<file path="src/rtl/uart_pkg.sv">
// -----------------------------------------------------------------------------
// uart_pkg
//   Shared definitions for the UART transmitter and the future receiver:
//   parity mode constants, the frame state encoding and the baud divisor
//   calculation.
// -----------------------------------------------------------------------------
package uart_pkg;

  localparam int unsigned ParityNone = 0;
  localparam int unsigned ParityOdd  = 1;
  localparam int unsigned ParityEven = 2;

  typedef enum logic [2:0] {
    Idle   = 3'd0,
    Start  = 3'd1,
    Data   = 3'd2,
    Parity = 3'd3,
    Stop   = 3'd4
  } uart_state_e;

  // Clocks per bit period; integer division truncates toward zero.
  function automatic int unsigned calc_divisor(input int unsigned clk_hz,
                                               input int unsigned baud);
    return clk_hz / baud;
  endfunction

endpackage

</file>
<file path="src/rtl/uart_baud_tick.sv">
// -----------------------------------------------------------------------------
// uart_baud_tick
//   Bit-period timer. Counts 0..Divisor-1 and emits a one-clock tick while the
//   count sits at Divisor-1, then wraps to 0 so consecutive bit periods are
//   back to back. restart_i holds the counter at 0.
// Ports
//   clock      in  rising-edge clock
//   resetN     in  asynchronous active-low reset
//   restart_i  in  synchronous restart, counter forced to 0
//   tick_o     out high for the last clock of each bit period
// -----------------------------------------------------------------------------
module uart_baud_tick #(
  parameter int unsigned Divisor = 10
) (
  input  logic clock,
  input  logic resetN,
  input  logic restart_i,
  output logic tick_o
);

  localparam int unsigned CntW = (Divisor > 2) ? $clog2(Divisor) : 1;
  localparam logic [CntW-1:0] LastCnt = CntW'(Divisor - 1);

  logic [CntW-1:0] cnt_q;
  logic [CntW-1:0] cnt_d;

  always_comb begin
    cnt_d = cnt_q + 1'b1;
    if (restart_i || (cnt_q == LastCnt)) begin
      cnt_d = '0;
    end
  end

  always_ff @(posedge clock or negedge resetN) begin
    if (!resetN) begin
      cnt_q <= '0;
    end else begin
      cnt_q <= cnt_d;
    end
  end

  assign tick_o = (cnt_q == LastCnt) && !restart_i;

endmodule

</file>
<file path="src/rtl/uart_tx_frame.sv">
// -----------------------------------------------------------------------------
// uart_tx_frame
//   UART transmitter: serialises one frame (start bit, DataBits data bits LSB
//   first, optional parity bit, StopBits stop bits) from a parallel word taken
//   on a valid/ready handshake.
// Ports
//   clock    in   rising-edge clock
//   resetN   in   asynchronous active-low reset; aborts any frame in flight
//   txData   in   word to send, sampled only at acceptance
//   txValid  in   source offers txData
//   txReady  out  idle and able to accept (registered)
//   busy     out  frame in progress, start through last stop bit (registered)
//   tx       out  serial line, idle high (registered)
// -----------------------------------------------------------------------------
module uart_tx_frame
  import uart_pkg::*;
#(
  parameter int unsigned ClockFrequency = 1000000,
  parameter int unsigned BaudRate       = 9600,
  parameter int unsigned DataBits       = 8,
  parameter int unsigned ParityMode     = 0,
  parameter int unsigned StopBits       = 1
) (
  input  logic                clock,
  input  logic                resetN,
  input  logic [DataBits-1:0] txData,
  input  logic                txValid,
  output logic                txReady,
  output logic                busy,
  output logic                tx
);

  localparam int unsigned Divisor = calc_divisor(ClockFrequency, BaudRate);
  localparam int unsigned BitCntW = $clog2(DataBits + 1);
  localparam logic [BitCntW-1:0] LastBit = BitCntW'(DataBits - 1);

  if ((DataBits < 5) || (DataBits > 9)) begin : g_err_databits
    $error("uart_tx_frame: DataBits must be in 5..9");
  end
  if (ParityMode > ParityEven) begin : g_err_parity
    $error("uart_tx_frame: ParityMode must be 0, 1 or 2");
  end
  if ((StopBits < 1) || (StopBits > 2)) begin : g_err_stop
    $error("uart_tx_frame: StopBits must be 1 or 2");
  end
  if (Divisor < 2) begin : g_err_divisor
    $error("uart_tx_frame: ClockFrequency/BaudRate must be at least 2");
  end

  uart_state_e         state_q;
  logic [DataBits-1:0] shift_q;
  logic [BitCntW-1:0]  bit_cnt_q;
  logic                stop_cnt_q;
  logic                parity_q;
  logic                tx_q;
  logic                ready_q;
  logic                busy_q;

  logic baud_tick;
  logic baud_restart;

  // The timer is parked at 0 while idle, so the first start-bit period is a
  // full Divisor clocks from the acceptance edge. Every later state or bit
  // change happens on a tick, where the timer wraps to 0 by itself.
  assign baud_restart = (state_q == Idle);

  uart_baud_tick #(
    .Divisor(Divisor)
  ) u_baud_tick (
    .clock    (clock),
    .resetN   (resetN),
    .restart_i(baud_restart),
    .tick_o   (baud_tick)
  );

  function automatic logic parity_of(input logic [DataBits-1:0] d);
    return (ParityMode == ParityOdd) ? ~^d : ^d;
  endfunction

  always_ff @(posedge clock or negedge resetN) begin
    if (!resetN) begin
      state_q    <= Idle;
      shift_q    <= '0;
      bit_cnt_q  <= '0;
      stop_cnt_q <= 1'b0;
      parity_q   <= 1'b0;
      tx_q       <= 1'b1;
      ready_q    <= 1'b1;
      busy_q     <= 1'b0;
    end else begin
      case (state_q)
        Idle: begin
          if (txValid && ready_q) begin
            shift_q  <= txData;
            parity_q <= parity_of(txData);
            tx_q     <= 1'b0;
            ready_q  <= 1'b0;
            busy_q   <= 1'b1;
            state_q  <= Start;
          end
        end

        Start: begin
          if (baud_tick) begin
            tx_q      <= shift_q[0];
            shift_q   <= shift_q >> 1;
            bit_cnt_q <= '0;
            state_q   <= Data;
          end
        end

        Data: begin
          if (baud_tick) begin
            if (bit_cnt_q == LastBit) begin
              if (ParityMode != ParityNone) begin
                tx_q    <= parity_q;
                state_q <= Parity;
              end else begin
                tx_q       <= 1'b1;
                stop_cnt_q <= 1'b0;
                state_q    <= Stop;
              end
            end else begin
              tx_q      <= shift_q[0];
              shift_q   <= shift_q >> 1;
              bit_cnt_q <= bit_cnt_q + 1'b1;
            end
          end
        end

        Parity: begin
          if (baud_tick) begin
            tx_q       <= 1'b1;
            stop_cnt_q <= 1'b0;
            state_q    <= Stop;
          end
        end

        Stop: begin
          if (baud_tick) begin
            // Ready rises on the final stop tick; the earliest next acceptance
            // is the following edge, which yields the one-clock idle gap.
            if (stop_cnt_q == 1'(StopBits - 1)) begin
              ready_q <= 1'b1;
              busy_q  <= 1'b0;
              state_q <= Idle;
            end else begin
              stop_cnt_q <= 1'b1;
            end
          end
        end

        default: begin
          tx_q    <= 1'b1;
          ready_q <= 1'b1;
          busy_q  <= 1'b0;
          state_q <= Idle;
        end
      endcase
    end
  end

  assign tx      = tx_q;
  assign txReady = ready_q;
  assign busy    = busy_q;

endmodule

</file>
<file path="config.mk">
export PLATFORM = sky130hd
export DESIGN_NAME = uart_tx_frame
export DESIGN_NICKNAME = d
export VERILOG_FILES = /design/src/rtl/uart_pkg.sv /design/src/rtl/uart_baud_tick.sv /design/src/rtl/uart_tx_frame.sv
export SDC_FILE = /design/constraint.sdc
export NUM_CORES = 1
export LEC_CHECK = 0
export ABC_AREA = 1
export BUFFER_PORTS_ARGS = -buffer_cell sky130_fd_sc_hd__buf_2
export CAP_MARGIN = 20
export CORE_MARGIN = 2
export CORE_UTILIZATION = 62
export DETAILED_ROUTE_END_ITERATION = 6
export GPL_ROUTABILITY_DRIVEN = 0
export PLACE_DENSITY = 0.83
export REMOVE_ABC_BUFFERS = 1
export SLEW_MARGIN = 20
export SYNTH_ARGS = -nofsm -noshare
export SYNTH_HDL_FRONTEND = slang
export SYNTH_HIERARCHICAL = 1
export SYNTH_SLANG_ARGS = --single-unit
</file>
<file path="constraint.sdc">
create_clock -name clock -period 3.3 [get_ports clock]
set_clock_uncertainty 0.15 [all_clocks]
set_input_delay 0.165 -clock clock [delete_from_list [all_inputs] [get_ports clock]]
set_output_delay 0.165 -clock clock [all_outputs]
set_load 0.01 [all_outputs]
</file>
# ---- Word-level counts from Yosys, hierarchy flattened
# Cells that the tools add are included.
dict set report classes {
  n_mux 37
  eq_ne 14
  n_bitwise 2
  n_addsub 2
  reduce_logical 15
}
# operator count
set ops {}
lappend ops {{2-to-1 mux 8 bit} 4}
lappend ops {{case mux 8 bit (3 select lines)} 1}
lappend ops {{2-to-1 mux 3 bit} 7}
lappend ops {{!= test 2 bit, second input constant} 8}
lappend ops {{2-to-1 mux 1 bit} 15}
lappend ops {{case mux 3 bit (5 select lines)} 1}
lappend ops {{AND reduction 5 bit} 3}
lappend ops {{2-to-1 mux 4 bit} 3}
lappend ops {{case mux 1 bit (3 select lines)} 3}
lappend ops {{case mux 4 bit (2 select lines)} 1}
lappend ops {{AND reduction 4 bit} 2}
lappend ops {{adder 7 x 1 -> 7 bit, second input constant} 1}
lappend ops {{equality test 7 bit, second input constant} 1}
lappend ops {{2-to-1 mux 7 bit} 1}
lappend ops {{AND reduction 7 bit} 1}
lappend ops {{equality test 3 x 2 -> 1 bit, second input constant} 2}
lappend ops {{nonzero test 3 bit} 2}
lappend ops {{case mux 1 bit (5 select lines)} 1}
lappend ops {{adder 4 x 1 -> 4 bit, second input constant} 1}
lappend ops {{equality test 4 x 3 -> 1 bit, second input constant} 1}
lappend ops {{equality test 3 x 1 -> 1 bit, second input constant} 1}
lappend ops {{equality test 3 bit, second input constant} 1}
lappend ops {{zero test 3 bit} 1}
lappend ops {{OR reduction 3 bit} 1}
lappend ops {{other kinds (5)} 7}
dict set report totals {
  out_inout_bits 3
  reg_bits 26
  in_bits 11
}

# ---- Logic depth before layout (Yosys ltp)
# Gate-level depths: netlist of the first run.
dict set report depth {
  depth_word 5
  ltp_mapped 12
  ltp_nobuf 12
}

# ---- Cells and area by module
# Netlist of the first run, hierarchy kept.
# mod n_inst cells_per_inst area_each_um2 seq_area_each_um2
set by_module_without_submodules {}
lappend by_module_without_submodules {uart_tx_frame 1 150 1111.1 452.9}
lappend by_module_without_submodules {uart_baud_tick 1 45 354.1 175.2}

# ---- Least setup slack after synthesis of the first run
# OpenSTA, ideal clock, no wires.
dict set report synth_timing {
  path_type {register -> register}
  startpoint {reg u_baud_tick.cnt_q[0]}
  endpoint {reg state_q[0]}
  stages_incl_launch_ff 13
  t_required_ns 3.033
  slack_ns 1.413
  setup_ns 0.117
  arrival_ns 1.620
  cell_sequence {dfrtp_1 > ha_1 > nand2_1 > nor2_1 > nand2_1 > nor2_1 > inv_1 > nand3_1 > nand2_1 > inv_1 > nand3_1 > nand2_1 > nand2_1}
}
dict set report synth_between {
  elab_chain_cells 4
  word_cells_on_any_way 7
  classes_between {5 x eq/ne; 2 x reduce/logical}
}
# item line_no
set synth_rtl {}
lappend synth_rtl {{start: declaration} uart_baud_tick.sv:24} ;# logic [CntW-1:0] cnt_q;
lappend synth_rtl {{start signal: assignment} uart_baud_tick.sv:38} ;# cnt_q <= cnt_d;
lappend synth_rtl {{equality test 7 bit (*)} uart_baud_tick.sv:42} ;# assign tick_o = (cnt_q == LastCnt) && !restart_i;
lappend synth_rtl {{logical AND 1 bit (*)} uart_baud_tick.sv:42}
lappend synth_rtl {{net baud_tick} uart_tx_frame.sv:59} ;# logic baud_tick;
lappend synth_rtl {{!= test 2 bit (no source line)} n/a}
lappend synth_rtl {{AND reduction 7 bit (no source line) (*)} n/a}
lappend synth_rtl {{end signal: assignment} uart_tx_frame.sv:82} ;# state_q <= Idle;
lappend synth_rtl {{end signal: assignment} uart_tx_frame.sv:99} ;# state_q <= Start;
lappend synth_rtl {{end signal: assignment} uart_tx_frame.sv:108} ;# state_q <= Data;
lappend synth_rtl {{end: declaration} uart_tx_frame.sv:50} ;# uart_state_e state_q;
# Mark *: on every way through the listed nets, which the timed path passes. The rest lies on a longest branch.
# A chain may end at the register's enable or synchronous reset.

# ---- Final worst setup path of the first run
# Ends and elaborated chain as after synthesis.

==> results.cfg, run 1 <==
[layout]
seqCellArea_um2 = 628
diodes = 0
fin_util_pct = 70.7
multi_input_area_um2 = 743
nFillCells = 181
syn_to_final_growth_pct = 7.77
nets = 225
layout-drive-gt1-share_pct = 15.2

[drt]
drc = 0
drtPass1Iterations = 5
vias = 1286
routed_wl_mm = 2.87
wl_per_cell_um = 12.0
drt_iter0_markers = 40
ant_nets = 0
vias_per_cell = 5.38

[synth]
syn-cell-area_um2 = 1470
synth_cell_types = 24
seq_area_frac_synth_pct = 42.9
yosysTopAreaCell = dfrtp_1
yosysWarnings = 6
avgSynthCellArea_um2 = 7.51
synth.area.top_cells = dfrtp_1, nand2_1, nand3_1
ys_ff_latch = 25
syn_inst = 195
synth_top_area_share_pct = 39.3

[sta]
fin_tns_setup_ps = 0
final-hold-violation-count = 0
rsz0062_at_grt = false
tightestPinTransition_ps = 539
fmax_mhz = 468
slew_violations = 0
fin_ws_ps = 1160
setup_violations = 0
slew_headroom_pct = 64.0
period_needed_ps = 2140
period_share_pct = 64.7

[setup_path]
path_cells = ha_1 -> nand2_1 -> nor2_1 -> nand2_1 -> nor2_1 -> inv_1 -> nand3_1 -> nand2_1 -> inv_1 -> nand3_1 -> nand2_1 -> nand2_1
r2r_end = state_q[0]
crit_type = reg2reg
critical_path_peak_fanout = 7
crit_start = u_baud_tick/cnt_q[0]
rr_startpoint = u_baud_tick/cnt_q[0]
end_kind = flop
crit_family = simple AND/OR/NAND/NOR gates
slowest_stage = dfrtp_1
crit_buf_inv = 2
r2r_cells = 12
crit_arrival_ps = 2210
path_common_cell = nand2_1
worstSetupStartpointType = flop
required_ps = 3380
r2r_setup_slack_ps = 1160
slowest_delay_ps = 430

[flow_run]
maxCapViolCount = 0

[grt]
gr-usage-all-layers_pct = 24.5
met1_usage_pct = 33.9
grt_pass1_wl_mm = 4.93
grt_max_degree = 26
grt_util_met2_pct = 38.3
antenna_found_initial = 0
gr-total-overflow = 0
busiest_layer = met2
grt_pass1_vias = 1135
grt_util_met3_pct = 3.43

[floorplan]
start_util_pct = 65.6
die_x_um = 52.6
placementRows = 17
die_h_um = 52.6
dieArea_um2 = 2770
core_area_um2 = 2230
ios = 14

[cts]
cts_resized = 0
post-cts-setup-buffers = 0
root_buffer = clkbuf_4
clock-sinks = 25
cts_buffer_depth = 2
clk_pin_slew_ps = 140
clk_latency_ps = 320
cts_tree = built
h-tree-depth = 1
cts_hold_buf = 1
cts_made_buffers = 3

[pwr]
leakage_nw = 0.802
power_mw = 0.954
pwr_density_cell_nw_per_um2 = 604
ir_drop_v = 0.000446

[placement]
hpwl_mm = 2.17
io_buffers = 13
place_ws_ps = 1210

[hold_path]
hold_path.class = in2reg
whs_path_depth = 5
hp-start = txData[7]
hold_end = shift_q[7]

[status]
status = complete, no violations
## area by class of cell
class | instances | area share (%)
clock buffer | 4 | 1.66
sequential | 25 | 39.8
timing repair buffer | 14 | 4.75
tap | 28 | 2.22
multi-input combinational | 149 | 47.1
inverter | 19 | 4.52
## placed cells by master, fill, tap and decap left out
cell,netlist,final
nand3_1,29,29
clkbuf_4,0,3
buf_2,0,13
o21bai_2,1,1
nand2_1,65,65
o21bai_1,1,1
nor2_1,26,26
dfrtp_1,23,23
dfstp_2,2,2
ha_1,2,2
nand2_2,3,3
nand3_4,2,2
nand4_1,1,1
dlygate4sd3_1,0,1
a21oi_4,1,1
nand3_2,1,1
o21a_1,1,1
inv_2,2,2
nor2_4,2,2
nand3b_1,1,1
xor2_1,2,2
a21oi_1,3,3
nor2_2,1,1
inv_1,17,17
nand2_8,1,1
clkbuf_1,0,1
o21ai_0,6,6
## worst max path at each step
stage,cells after the start,slack [ps],endpoint
2_1_floorplan,12,1410,state_q[0]
3_3_place_gp,12,1310,state_q[0]
3_5_place_dp,12,1210,state_q[1]
4_1_cts,12,1180,state_q[1]
5_1_grt,12,900,state_q[0]
6_report,12,1160,state_q[0]
## metal layers
layer | up-vias | wire length, um
met2 | 42 | 1390
met3 | 6 | 146
met4 | 0 | 52
li1 | 655 | -
met1 | 583 | 1280
met5 | - | 0
## report_power, final
part,total [mW],switching (mW),internal [mW]
combinational,0.386,0.249,0.138
clock,0.137,0.0900,0.0473
sequential,0.430,0.0497,0.380
## metrics by stage
stage	std cells	hold WS, ps	cell area [um^2]
floorplan	193	-281	1440
global placement	234	27.3	1540
detailed placement	234	30.3	1540
CTS	239	39.4	1580
global route	239	63.8	1580
finish	239	39.5	1580
## worst register-to-register path, delay by kind of cell (launching register included)
kind / cells / cell delay (ps)
and+or+nand+nor: 9 / 940
adders and majority gates: 1 / 250
DFF: 1 / 430
buffers and inverters: 2 / 270
## flip-flops by register name (all words and copies together), names as in the netlist
register,flops
busy,1
bit_cnt_q,4
shift_q,8
tx,1
u_baud_tick/cnt_q,7
txReady,1
state_q,3
## cells by family after synthesis
kind of cell / count (synthesis) / share of synthesized area, %
flops: 25 / 42.9
simple gates: 132 / 41.8
xor+xnor: 2 / 1.20
fa+ha+maj: 2 / 1.71
buf+inv: 21 / 6.40
compound gates: 13 / 5.98
## cell usage after synthesis
master and instances:
dfstp_2 2, o21bai_1 1, nand3_1 29, ha_1 2
nor2_4 2, nor2_2 1, nor2_1 26, nand2_2 3
o21bai_2 1, nand2_8 1, dfrtp_1 23, xor2_1 2
buf_6 2, nand3b_1 1, nand3_4 2, nand4_1 1
nand2_1 65, a21oi_4 1, a21oi_1 3, inv_1 17
inv_2 2, nand3_2 1, o21ai_0 6, o21a_1 1
Power figures use the tool's default switching activity.
==> run 2, diff against run 1 <==
--- a/config.mk
+++ b/config.mk
@@ -5,14 +5,14 @@
 export SDC_FILE = /design/constraint.sdc
 export NUM_CORES = 1
 export LEC_CHECK = 0
-export ABC_AREA = 1
+export ABC_AREA = 0
 export BUFFER_PORTS_ARGS = -buffer_cell sky130_fd_sc_hd__buf_2
 export CAP_MARGIN = 20
 export CORE_MARGIN = 2
-export CORE_UTILIZATION = 62
+export CORE_UTILIZATION = 52
 export DETAILED_ROUTE_END_ITERATION = 6
 export GPL_ROUTABILITY_DRIVEN = 0
-export PLACE_DENSITY = 0.83
+export PLACE_DENSITY = 0.74
 export REMOVE_ABC_BUFFERS = 1
 export SLEW_MARGIN = 20
 export SYNTH_ARGS = -nofsm -noshare
==> constraint.sdc (replaced) <==
create_clock -name clock -period 1.82 [get_ports clock]
set_clock_uncertainty 0.15 [all_clocks]
set_input_delay 0.091 -clock clock [delete_from_list [all_inputs] [get_ports clock]]
set_output_delay 0.091 -clock clock [all_outputs]
set_load 0.01 [all_outputs]
==> results.cfg, run 2 <==
[sta]
period_needed_ps = 1900
slew_headroom_pct = 62.4
setup_violations = 10
final-hold-violation-count = 0
slew_violations = 0
holdWs_ps = 126
fin_tns_setup_ps = -540
fin_ws_ps = -79.9
rsz0062_at_grt = true
tightestPinTransition_ps = 558
fmax_mhz = 526
period_share_pct = 104

[drt]
ant_nets = 0
routed_wl_mm = 2.87
drc = 0
drt_iter0_markers = 43
vias = 1149
drtPass1Iterations = 4
wl_per_cell_um = 13.9
vias_per_cell = 5.58

[setup_path]
r2r_cells = 8
required_ps = 1890
slowest_delay_ps = 380
crit_arrival_ps = 1970
critical_path_peak_fanout = 8
end_kind = flop
worstSetupStartpointType = flop
crit_buf_inv = 1
rr_startpoint = u_baud_tick/cnt_q[0]
path_cells = ha_2 -> nand3_2 -> nor4_2 -> buf_4 -> a21oi_1 -> o21ai_1 -> nand3_4 -> mux2_4
slowest_stage = dfrtp_1
crit_family = simple AND/OR/NAND/NOR gates
crit_type = reg2reg
r2r_end = shift_q[7]
cp_num_cells = 8
r2r_setup_slack_ps = -80

[cts]
clk_latency_ps = 310
clock-sinks = 25
clk_pin_slew_ps = 140
cts_made_buffers = 3
h-tree-depth = 1
cts_tree = built
cts_buffer_depth = 2
root_buffer = clkbuf_4

[grt]
busiest_layer = met2
grt_pass1_wl_mm = 5.25
antenna_found_initial = 0
grt_util_met3_pct = 2.81
grt_max_degree = 26
gr-usage-all-layers_pct = 21.1
grt_util_met2_pct = 37.2
gr-total-overflow = 0
grt_pass1_vias = 1194
met1_usage_pct = 27.1

[synth]
ys.flop_type = dfrtp_1
yosysMostFrequentCell = dfrtp_1
synth_edf_count = 0
yosysTopAreaCell = dfrtp_1
ys_ff_latch = 25
synth.area.top_cells = dfrtp_1, mux2_2, a21oi_1
async_flop_share_pct = 100
syn-cell-area_um2 = 1380
synth_cell_types = 40
syn_inst = 135
synth_top_area_share_pct = 41.6
synth_commonest_cells = dfrtp_1, mux2_2, a21oi_1, o21ai_0, nor2_1
yosysWarnings = 6
seq_area_frac_synth_pct = 45.4
avgSynthCellArea_um2 = 10.2

[layout]
nets = 190
layout-drive-gt1-share_pct = 38.1
fin_util_pct = 71.8
layout_commonest_cell = dfrtp_1
reg_top3 = shift_q (8), u_baud_tick/cnt_q (7), bit_cnt_q (4)
top_register = shift_q
diodes = 0
final_cells = 206
largest_reg_flops = 8
final_cell_mix = dfrtp_1, buf_4, mux2_2, buf_2
syn_to_final_growth_pct = 29.8

[floorplan]
placementRows = 18
die_x_um = 55.6
ios = 14
die_h_um = 55.6
start_util_pct = 55.3
core_area_um2 = 2500
dieArea_um2 = 3090

[placement]
io_buffers = 13
place_ws_ps = -267
hpwl_mm = 1.87
placed_cells = 191

[pwr]
pwr_density_cell_nw_per_um2 = 467
leakage_nw = 0.812
ir_drop_v = 0.000361

[status]
violations = negative setup slack
status = finished with violations

[flow_run]
maxCapViolCount = 0

[hold_path]
hold_path.class = in2async
==> run 2: cell types whose count changed after synthesis, moves of 8 or more <==
cell and change:
nand3_1 -25, a21oi_1 +8, nand2_1 -59, nor2_1 -18, mux2_2 +14, inv_1 -10
==> run 2: cells by family (layout without fill, tap and decap cells) <==
logic type      after synthesis  after routing  share of synthesized area (%)
buf+inv                      14             55                           4.71
compound gates               33             33                           13.6
simple gates                 41             41                           17.7
mux                          16             16                           12.9
flops                        25             25                           45.4
fa+ha+maj                     2              2                           1.81
xor+xnor                      4              4                           3.89
==> run 2: worst reg2reg max path: cells and delay by family, from the launching register on <==
kind	cells	cell delay [ps]
AND/OR/NAND/NOR	3	390
multiplexers	1	330
buffers and inverters	1	170
adder cells (fa/ha/maj)	1	190
flip-flops	1	380
AO/OA/AOI/OAI	2	210
==> run 2: worst max-delay path by stage <==
stage,endpoint,slack [ps],from
2_1_floorplan,shift_q[1],-830,state_q[0]
3_3_place_gp,shift_q[5],-180,u_baud_tick/cnt_q[0]
3_5_place_dp,shift_q[7],-270,u_baud_tick/cnt_q[0]
4_1_cts,shift_q[7],-100,u_baud_tick/cnt_q[0]
5_1_grt,shift_q[7],-180,u_baud_tick/cnt_q[1]
6_report,shift_q[7],-80,u_baud_tick/cnt_q[0]
==> run 2: per-stage QoR <==
| step | total power [mW] | cell area [um^2] |
|---|---|---|
| CTS | 0.846 | 1780 |
| finish | 0.837 | 1790 |
| floorplan | 0.567 | 1340 |
| global placement | 0.588 | 1600 |
| global route | 0.877 | 1790 |
| detailed placement | 0.589 | 1600 |
==> run 2: per-layer routing <==
| layer | part of all wire [%] | wire length [um] | vias to the layer above |
|---|---|---|---|
| met5 | 0 | 0 | - |
| met4 | 0.42 | 12 | 0 |
| met3 | 3.2 | 93 | 2 |
| met2 | 54 | 1550 | 31 |
| met1 | 42 | 1220 | 546 |
| li1 | - | - | 570 |
==> run 2: cell type report <==
| cell class | count | area [um^2] |
|---|---|---|
| clock buffer | 4 | 26.3 |
| fill | 188 | 706 |
| inverter | 7 | 26.3 |
| multi-input combinational | 96 | 749 |
| sequential | 25 | 628 |
| tap | 30 | 37.5 |
| timing repair buffer | 44 | 327 |
==> run 2: power by group <==
group          switching [mW]  total, mW  internal, mW
clock network           0.157      0.242        0.0855
registers                   0      0.556         0.556
logic                  0.0173     0.0393        0.0220
total                   0.174      0.837         0.663
==> run 2: what timing repair did <==
item	in CTS	in global routing
buffers inserted	1	0
setup endpoints to repair	14	13
pin swaps	6	2
hold buffers	10	0
hold endpoints to repair	36	0
gates resized for setup	12	5
==> run 3, diff against run 2 <==
--- a/config.mk
+++ b/config.mk
@@ -8,7 +8,6 @@
 export ABC_AREA = 0
 export BUFFER_PORTS_ARGS = -buffer_cell sky130_fd_sc_hd__buf_2
 export CAP_MARGIN = 20
-export CORE_MARGIN = 2
 export CORE_UTILIZATION = 52
 export DETAILED_ROUTE_END_ITERATION = 6
 export GPL_ROUTABILITY_DRIVEN = 0
==> results.cfg, run 3 (synthesis gave the netlist of run 2 again) <==
[layout]
nets = 193
fin_area_um2 = 1870
syn_to_final_growth_pct = 34.9
reg_top3 = shift_q (8), u_baud_tick/cnt_q (7), bit_cnt_q (4)
diodes = 0
top_register = shift_q
largest_reg_flops = 8
layout-drive-gt1-share_pct = 41.9
final_cell_mix = dfrtp_1, buf_4, buf_2, mux2_2, dlygate4sd3_1
layout_commonest_cell = dfrtp_1

[floorplan]
ios = 14
die_h_um = 53.6
dieArea_um2 = 2870
placementRows = 18
core_area_um2 = 2500
start_util_pct = 55.3
die_x_um = 53.6

[placement]
hpwl_mm = 2.01
io_buffers = 13
placed_area_um2 = 1600

[cts]
cts_buffer_depth = 2
root_buffer = clkbuf_4
cts_tree = built
clock-sinks = 25
clk_pin_slew_ps = 140
h-tree-depth = 1
cts_made_buffers = 3
clk_latency_ps = 330

[pwr]
ir_drop_v = 0.000434
pwr_density_cell_nw_per_um2 = 456
leakage_nw = 0.850
power_mw = 0.850

[drt]
drtPass1Iterations = 4
wl_per_cell_um = 15.3
drt_iter0_markers = 20
routed_wl_mm = 3.21
drc = 0
ant_nets = 0
vias = 1167
vias_per_cell = 5.58

[sta]
tightestPinTransition_ps = 555
slew_headroom_pct = 63.0
slew_violations = 0
period_needed_ps = 1940
setup_violations = 9
rsz0062_at_grt = true
period_share_pct = 107
final-hold-violation-count = 0
fin_ws_ps = -122
fmax_mhz = 515

[setup_path]
path_cells = buf_8 -> xnor2_4 -> nor2_4 -> mux2_2 -> mux2_4
crit_arrival_ps = 2030
r2r_cells = 5
crit_type = reg2reg
end_kind = flop
crit_family = multiplexers
slowest_delay_ps = 450
crit_buf_inv = 1
crit_start = state_q[1]
required_ps = 1910
cp_num_cells = 5
rr_startpoint = state_q[1]
worstSetupStartpointType = flop
slowest_stage = dfrtp_1
critical_path_peak_fanout = 15

[grt]
gr-total-overflow = 0
gr-usage-all-layers_pct = 25.2
grt_max_degree = 26
grt_pass1_vias = 1127
antenna_found_initial = 0
grt_pass1_wl_mm = 5.02

[status]
status = finished with violations
violations = negative setup slack

[flow_run]
maxCapViolCount = 0

[hold_path]
hold_path.class = in2async
==> run 3: changes by cell type in the layout (fill, tap and decap cells not counted), sizes merged <==
cell and change:
buf +3, clkbuf -1, clkinv +1
==> run 3: what timing repair did <==
action | in CTS | in global routing
setup endpoints to repair | 13 | 14
endpoints found under the hold margin | 36 | 0
hold buffers | 10 | 0
pin swaps | 9 | 0
resized for setup | 21 | 6
setup buffers | 3 | 1
==> run 3: worst paths after layout <==
check                                       endpoint  slack [ps]
worst min-delay path            u_baud_tick/cnt_q[3]         110
worst max register to register            shift_q[6]        -120
worst min register to register            shift_q[1]         370
max in group asynchronous                    txReady        1030
min in group clock                        shift_q[1]         370
worst max-delay path                      shift_q[6]        -120
==> run 3: final cells by class <==
type                       instances  area, um^2
inverter                           7        26.3
sequential                        25         628
tap                               30        37.5
multi-input combinational         96         790
clock inverter                     1        5.00
fill                             165         634
clock buffer                       3        22.5
timing repair buffer              47         357
==> run 3: report_power, final <==
part / total, mW / internal (mW) / switching (mW)
clock network: 0.255 / 0.0827 / 0.172
logic: 0.0396 / 0.0220 / 0.0176
registers: 0.556 / 0.556 / 0
total: 0.850 / 0.660 / 0.190
==> run 3: worst reg2reg max path, stage by stage, from the launching register on <==
cell and delay (ps):
dfrtp_1 450, buf_8 180, xnor2_4 150, nor2_4 260
mux2_2 380, mux2_4 270
==> run 3: stage by stage <==
stage / setup slack, ps / setup TNS, ps / util [%] / hold slack (ps) / instances
after floorplan: -827 / -11790 / - / -355 / 128
after global placement: -164 / -1520 / 63.9 / -43.8 / 191
after detailed placement: -239 / -2350 / 63.9 / -36.5 / 191
after CTS: -87.8 / -535 / 73.4 / 126 / 208
after global routing: -229 / -2170 / 74.6 / 169 / 209
final: -122 / -818 / 74.6 / 108 / 209
==> run 3: layer usage <==
| layer | wire (um) | vias to the layer above | global-route usage [%] | part of all wire, % |
|---|---|---|---|---|
| met4 | 63 | 0 | 8.33 | 2.0 |
| met5 | 0 | - | 0 | 0 |
| met2 | 1720 | 25 | 44.4 | 54 |
| met3 | 101 | 9 | 6.50 | 3.1 |
| met1 | 1320 | 562 | 29.5 | 41 |
| li1 | - | 571 | - | - |
